==> src/rtl/id_ex_stage.sv <==
// ID/EX pipeline register: captures decoded operands and control for EX, stalls on load-use
// hazards, bubbles on hazard or flush, forwards same-cycle WB writes, and counts stalls/flushes.
module id_ex_stage #(
  parameter int CNT_W = 16
) (
  input  logic             clk,
  input  logic             reset,
  input  logic [31:0]      id_IR,
  input  logic [31:0]      id_RegA,
  input  logic [31:0]      id_RegB,
  input  logic [31:0]      id_PC_plus_4,
  input  logic [31:0]      id_LU_out,
  input  logic             id_ALUSrc1,
  input  logic             id_ALUSrc2,
  input  logic [3:0]       id_ALUOp,
  input  logic             id_MemRead,
  input  logic             id_MemWrite,
  input  logic             id_RegWrite,
  input  logic             id_MemtoReg,
  input  logic [1:0]       id_RegDst,
  input  logic             flush,
  input  logic             wb_RegWrite,
  input  logic [4:0]       wb_WriteAddr,
  input  logic [31:0]      wb_WriteData,
  output logic [31:0]      IR,
  output logic [31:0]      RegA,
  output logic [31:0]      RegB,
  output logic [31:0]      PC_plus_4,
  output logic [31:0]      LU_out,
  output logic             ALUSrc1,
  output logic             ALUSrc2,
  output logic [3:0]       ALUOp,
  output logic             MemRead,
  output logic             MemWrite,
  output logic             RegWrite,
  output logic             MemtoReg,
  output logic [4:0]       WriteAddr,
  output logic             valid,
  output logic             stall,
  output logic [CNT_W-1:0] stall_count,
  output logic [CNT_W-1:0] flush_count
);

  localparam logic [CNT_W-1:0] CNT_ONE = {{(CNT_W-1){1'b0}}, 1'b1};
  localparam logic [CNT_W-1:0] CNT_MAX = {CNT_W{1'b1}};

  logic [4:0]  id_rs;
  logic [4:0]  id_rt;
  logic [4:0]  id_rd;
  logic        hazard;
  logic        bypass_a;
  logic        bypass_b;
  logic [4:0]  dest_addr;

  assign id_rs = id_IR[25:21];
  assign id_rt = id_IR[20:16];
  assign id_rd = id_IR[15:11];

  // Hazard looks only at registered EX state and the ID instruction, never at wb_* inputs.
  assign hazard = valid && MemRead && (WriteAddr != 5'd0) &&
                  ((WriteAddr == id_rs) || (WriteAddr == id_rt));
  assign stall  = hazard && !flush;

  assign bypass_a = wb_RegWrite && (wb_WriteAddr != 5'd0) && (wb_WriteAddr == id_rs);
  assign bypass_b = wb_RegWrite && (wb_WriteAddr != 5'd0) && (wb_WriteAddr == id_rt);

  always_comb begin
    dest_addr = id_rt;
    case (id_RegDst)
      2'b01:   dest_addr = id_rd;
      2'b10:   dest_addr = 5'd31;
      default: dest_addr = id_rt;
    endcase
  end

  // Pipeline register; flush and hazard both load a bubble with valid cleared.
  always_ff @(posedge clk) begin
    if (reset || flush || hazard) begin
      IR        <= 32'd0;
      RegA      <= 32'd0;
      RegB      <= 32'd0;
      PC_plus_4 <= 32'd0;
      LU_out    <= 32'd0;
      ALUSrc1   <= 1'b0;
      ALUSrc2   <= 1'b0;
      ALUOp     <= 4'd0;
      MemRead   <= 1'b0;
      MemWrite  <= 1'b0;
      RegWrite  <= 1'b0;
      MemtoReg  <= 1'b0;
      WriteAddr <= 5'd0;
      valid     <= 1'b0;
    end else begin
      IR        <= id_IR;
      RegA      <= bypass_a ? wb_WriteData : id_RegA;
      RegB      <= bypass_b ? wb_WriteData : id_RegB;
      PC_plus_4 <= id_PC_plus_4;
      LU_out    <= id_LU_out;
      ALUSrc1   <= id_ALUSrc1;
      ALUSrc2   <= id_ALUSrc2;
      ALUOp     <= id_ALUOp;
      MemRead   <= id_MemRead;
      MemWrite  <= id_MemWrite;
      RegWrite  <= id_RegWrite;
      MemtoReg  <= id_MemtoReg;
      WriteAddr <= dest_addr;
      valid     <= 1'b1;
    end
  end

  // Saturating performance counters.
  always_ff @(posedge clk) begin
    if (reset) begin
      stall_count <= '0;
      flush_count <= '0;
    end else begin
      if (stall && (stall_count != CNT_MAX))
        stall_count <= stall_count + CNT_ONE;
      if (flush && (flush_count != CNT_MAX))
        flush_count <= flush_count + CNT_ONE;
    end
  end

endmodule
==> config.mk <==
export PLATFORM = sky130hd
export DESIGN_NAME = id_ex_stage
export DESIGN_NICKNAME = d
export VERILOG_FILES = /design/src/rtl/id_ex_stage.sv
export SDC_FILE = /design/constraint.sdc
export NUM_CORES = 1
export LEC_CHECK = 0
export CAP_MARGIN = 20
export CORE_AREA = 4 4 163 165
export DETAILED_ROUTE_END_ITERATION = 7
export DIE_AREA = 0 0 167 169
export GPL_ROUTABILITY_DRIVEN = 0
export PLACE_DENSITY = 0.66
export SYNTH_ARGS = -nofsm -noshare
export SYNTH_HDL_FRONTEND = slang
export SYNTH_SLANG_ARGS = --single-unit
==> constraint.sdc <==
create_clock -name clk -period 2.6 [get_ports clk]
set_clock_uncertainty 0.15 [all_clocks]
set_input_delay 0.52 -clock clk [delete_from_list [all_inputs] [get_ports clk]]
set_output_delay 0.52 -clock clk [all_outputs]
set_load 0.01 [all_outputs]
* After elaboration in Yosys (flattened, before gate mapping)
Index checks and enable logic that the tools add are counted.
Storage, ports and cells: input port bits 213, output and inout port bits 209, register bits after elaboration 208
Operators by class: reductions and logical operators 15, muxes and demuxes 4, equality and inequality tests 8, $add $sub $neg 2
Operators by type and width (number):
- $mux 32 | 2
- $add 16x1->16 const B | 2
- $ne 16x16->1 const B | 2
- $eq 5x5->1 | 4
- $pmux 5 s2 | 1
- $reduce_bool 5->1 | 2
- $logic_and 1x1->1 | 9
- $logic_or 1x1->1 | 3
- $eq 2x1->1 const B | 1
- $eq 2x2->1 const B | 1
- $logic_not 1->1 | 1
- $mux 1 | 1

* Logic depth before layout (Yosys ltp)
word-level depth 5, mapped depth 8, depth with buffers taken out 6

* Least setup slack after synthesis
No wires, ideal clock.
kind input -> output, from in id_IR[23], to out stall, buffers on the path 3, setup slack 350 ps, stages 7, arrival 1580 ps, path through xor2_1 > nor3_1 > a22oi_1 > buf_4 > buf_6 > buf_2 > nor2_1
Between the ends: longest elaborated chain between the ends 4
Ends and longest elaborated chain:
- from (decl) | RTL line 8 | input logic [31:0] id_IR,
- $eq 5x5->1 | RTL line 61 | ((WriteAddr == id_rs) || (WriteAddr == id_rt));
- $logic_or 1x1->1 | RTL line 61
- $logic_and 1x1->1 | RTL line 60 | assign hazard = valid && MemRead && (WriteAddr != 5'd0) &&
- $logic_and 1x1->1 | RTL line 62 | assign stall = hazard && !flush;
- to (decl) | RTL line 39 | output logic stall,
Every way passes these cells.

* Worst setup path after layout
from reg WriteAddr[2], to out stall
Between the ends: longest elaborated chain between the ends 4, elaborated cells on any way between the ends 7, those cells by class 2 x eq/ne; 5 x reduce/logical
Ends and longest elaborated chain:
- from (decl) | RTL line 37 | output logic [4:0] WriteAddr,
- from (signal assigned) | RTL line 106 | WriteAddr <= dest_addr;
- $eq 5x5->1 / $reduce_bool 5->1 (equally long branches) | RTL line 61, 60
- $logic_or 1x1->1 / $logic_and 1x1->1 (equally long branches) | RTL line 61, 60
- $logic_and 1x1->1 (*) | RTL line 60
- $logic_and 1x1->1 (*) | RTL line 62
Every way passes the cells marked *; elsewhere a longest branch is shown, timed or not.

==> flow_metrics.py <==
metrics = {
    "sta": {
        "layout_min_cycle_time_ns": 2.552,
        "rsz0062_at_grt": "true",
        "fmax_mhz": 391.8,
        "maxSlewHeadroom_pct": 35.74,
        "worst_slack_ns": 0.04753,
        "whs_ns": 0.3627,
        "finalMaxSlewViolations": 0,
        "hold_viol": 0,
        "finalCritPeriodShare_pct": 98.17,
        "worst_pin_slew_ns": 0.9567,
        "setup_viol_count_final": 0,
    },
    "clock_tree": {
        "clkLatencyLatePin_ns": 0.51,
        "cts_buffer_depth": 3,
        "cts_max_level": 1,
        "cts_sinks": 208,
        "cts_tree": "built",
        "cts-hold-fix-buffers": 0,
        "cts_made_buffers": 25,
        "path_clk_slew_ns": 0.05,
        "clockRootBuffer": "clkbuf_16",
    },
    "route": {
        "drc": 0,
        "dr.pass1.iters": 4,
        "viasPerCell": 4.359,
        "finalWirelength_um": 26400,
        "drt_iter0_markers": 240,
        "antenna_left": 0,
        "route.vias.total": 6513,
        "post_drt_wl_per_cell_um": 17.67,
    },
    "synthesis": {
        "yosys-top-cells-count": "dfxtp_1 (208), and2_1 (101), nor2_1 (90)",
        "syn-cell-area_mm2": 0.007398,
        "synth_fp_nets": 909,
        "synth.distinct_cells": 56,
        "yosysSeqAreaShare_pct": 56.28,
        "synth_top_cell_by_area": "dfxtp_1",
        "synth_seq_cells": 208,
        "synth_area_per_cell_um2": 10.69,
        "netlist_instances": 692,
        "yosysMostFrequentCell": "dfxtp_1",
        "synthFlopType": "dfxtp_1",
        "synth.top_cell.area_share_pct": 56.28,
        "synth_area_leaders": "dfxtp_1 (56%), mux2i_1 (8.9%), and2_1 (8.5%), nor2_1 (4.6%), xor2_1 (2.1%)",
        "ys_warn_count": 0,
        "async_reset_ff_share_pct": 0,
        "synth-edff-count": 0,
    },
    "setup_path": {
        "crit_start": "WriteAddr[2]$_SDFF_PP0_",
        "crit_slowest_cell": "or4_4",
        "r2r_start": "stall_count[0]$_SDFFE_PP0P_",
        "crit_type": "reg -> out",
        "reg2reg_slack_ns": 0.29,
        "cp_max_fo": 2,
        "cp_num_buf_inv": 1,
        "worstPathRequired_ns": 1.93,
        "max_stage_delay_ns": 0.52,
        "end_kind": "primary output",
        "cp.depth": 5,
        "reg2reg_depth": 6,
        "r2r-end": "stall_count[5]$_SDFFE_PP0P_",
        "cp.arrival_ns": 1.88,
        "cp-start-kind": "register",
        "path_delay_family": "simple AND/OR/NAND/NOR gates",
        "crit_end": "stall",
        "path_cells": "or4_4, o211a_4, nand2b_4, nor2_2, buf_2",
    },
    "layout": {
        "multi_input_area_mm2": 0.002988,
        "area.growth.synth_to_final_pct": 75.27,
        "layout-drive-gt1-share_pct": 8.699,
        "final_util_pct": 51.79,
        "nFillCells": 2260,
        "nNetsFinal": 1364,
        "regArea_mm2": 0.004169,
    },
    "global_route": {
        "antenna_found_initial": 3,
        "grt_use_total_pct": 17.83,
        "grt_start_max_net_pins": 56,
        "overflow": 0,
        "grt_pass1_wl_um": 39740,
        "grt_pass1_vias": 6781,
    },
    "floorplanning": {
        "num_rows": 58,
        "die_area_mm2": 0.02822,
        "core-area_mm2": 0.02504,
        "ios": 422,
        "chipHeight_um": 169,
        "die_w_um": 167,
        "initial_core_util_pct": 29.55,
    },
    "pwr": {
        "cellLeakagePower_uw": 0.004830,
        "power_density_mw_per_mm2": 569.5,
        "total_power_uw": 7385,
        "peakVddDrop_v": 0.0004637,
    },
    "place": {
        "io_buffers": 421,
        "pre_cts_ws_ns": -0.3801,
        "dp_hpwl_um": 20790,
    },
    "status": {
        "outcome": "completed",
    },
    "run": {
        "drv_cap": 0,
    },
    "worst_hold_path": {
        "min_path_type": "reg -> reg",
    },
}
cell type report:
type,count,share of cell area (%)
Antenna cell,3,0.05789
Multi-Input combinational cell,436,23.04
Inverter,10,0.2895
Tap cell,330,3.184
Clock buffer,36,5.220
Clock inverter,5,0.2219
Timing Repair Buffer,466,35.84
Sequential cell,208,32.15
registers in the layout, summed over array words and instances (netlist names), 4 cells and up:
name and count:
ALUOp 4, IR 32, LU_out 32, PC_plus_4 32, RegA 32, RegB 32, WriteAddr 5, flush_count 16
stall_count 16
tightest hold or removal path, delay by kind of cell (launching register included):
family,cells,cell delay [ns]
compound gates,2,0.12
flops,1,0.34
worst min path at each step:
| stage | depth (start not counted) | startpoint | end | slack (ns) |
|---|---|---|---|---|
| finish | 2 | stall_count[15]$_SDFFE_PP0P_ | stall_count[15]$_SDFFE_PP0P_ | 0.36 |
| floorplan | 2 | stall_count[11]$_SDFFE_PP0P_ | stall_count[11]$_SDFFE_PP0P_ | 0.37 |
| global placement | 2 | stall_count[11]$_SDFFE_PP0P_ | stall_count[11]$_SDFFE_PP0P_ | 0.35 |
| global route | 2 | id_PC_plus_4[6] | PC_plus_4[6]$_SDFF_PP0_ | 0.39 |
| CTS | 2 | stall_count[15]$_SDFFE_PP0P_ | stall_count[15]$_SDFFE_PP0P_ | 0.36 |
| detailed placement | 2 | stall_count[15]$_SDFFE_PP0P_ | stall_count[15]$_SDFFE_PP0P_ | 0.35 |
where the power goes:
part | switching, uW | leakage, uW | internal [uW] | total, uW
registers | 42.9 | 0.00171 | 3310 | 3350
clock network | 1290 | 0.000347 | 1790 | 3080
logic | 343 | 0.00278 | 612 | 955
total | 1680 | 0.00483 | 5710 | 7390
layer usage:
| layer | vias up | part of all wire [%] | track usage (%) |
|---|---|---|---|
| met5 | - | 0 | 0 |
| li1 | 3246 | - | - |
| met2 | 260 | 49 | 31.16 |
| met3 | 52 | 9.7 | 6.889 |
| met1 | 2955 | 38 | 19.94 |
| met4 | 0 | 2.8 | 6.083 |
cell families (layout without fill, tap and decap cells):
group	count (synthesis)	count (layout)	synth area share, %
AOI/OAI and AO/OA	52	52	4.769
xor gates and xnor gates	30	30	3.551
adders and majority gates	4	4	0.6765
buffers and inverters	48	517	3.754
DFF	208	208	56.28
muxes	69	69	9.538
other	0	3	0
and+or+nand+nor	281	281	21.43
stage by stage:
step / area, um2 / instances / setup TNS [ns]
2_1_floorplan: 7398 / 692 / 0
3_3_place_gp: 12230 / 1449 / -17.71
3_5_place_dp: 12230 / 1449 / -19.45
4_1_cts: 12940 / 1491 / -0.03081
5_1_grt: 12970 / 1494 / -0.006180
6_report: 12970 / 1494 / 0
cell usage in the layout (no fill, tap or decap), types with 2 or more instances in the layout:
cell	n
o21ai_0	7
and4_1	2
and2_1	101
clkdlybuf4s50_1	420
clkinv_2	4
nor3_2	2
mux2i_1	66
or4_1	10
a221oi_1	5
a31oi_1	2
a21oi_1	16
o2111ai_1	2
nand4_1	10
clkbuf_1	10
xor2_1	18
nor4_4	2
nand4_2	2
diode_2	3
nor3_1	9
buf_4	37
nand2_1	14
clkbuf_16	25
buf_12	8
nor2b_1	3
or3_1	6
mux2_4	3
o31ai_1	9
nor2_1	89
ha_1	4
xnor2_1	12
nand2b_1	2
dfxtp_1	206
nor4_2	2
inv_1	9
nand3_1	9
nor4_1	2
a311oi_1	2
and3_1	5
timing repair:
item                       CTS  global route
setup buffers                1             0
cloned                       0             0
pin swaps                    1             1
setup endpoints to repair    1             1
resized for setup            7             3
Note: power is estimated with default switching activity, not from simulation.
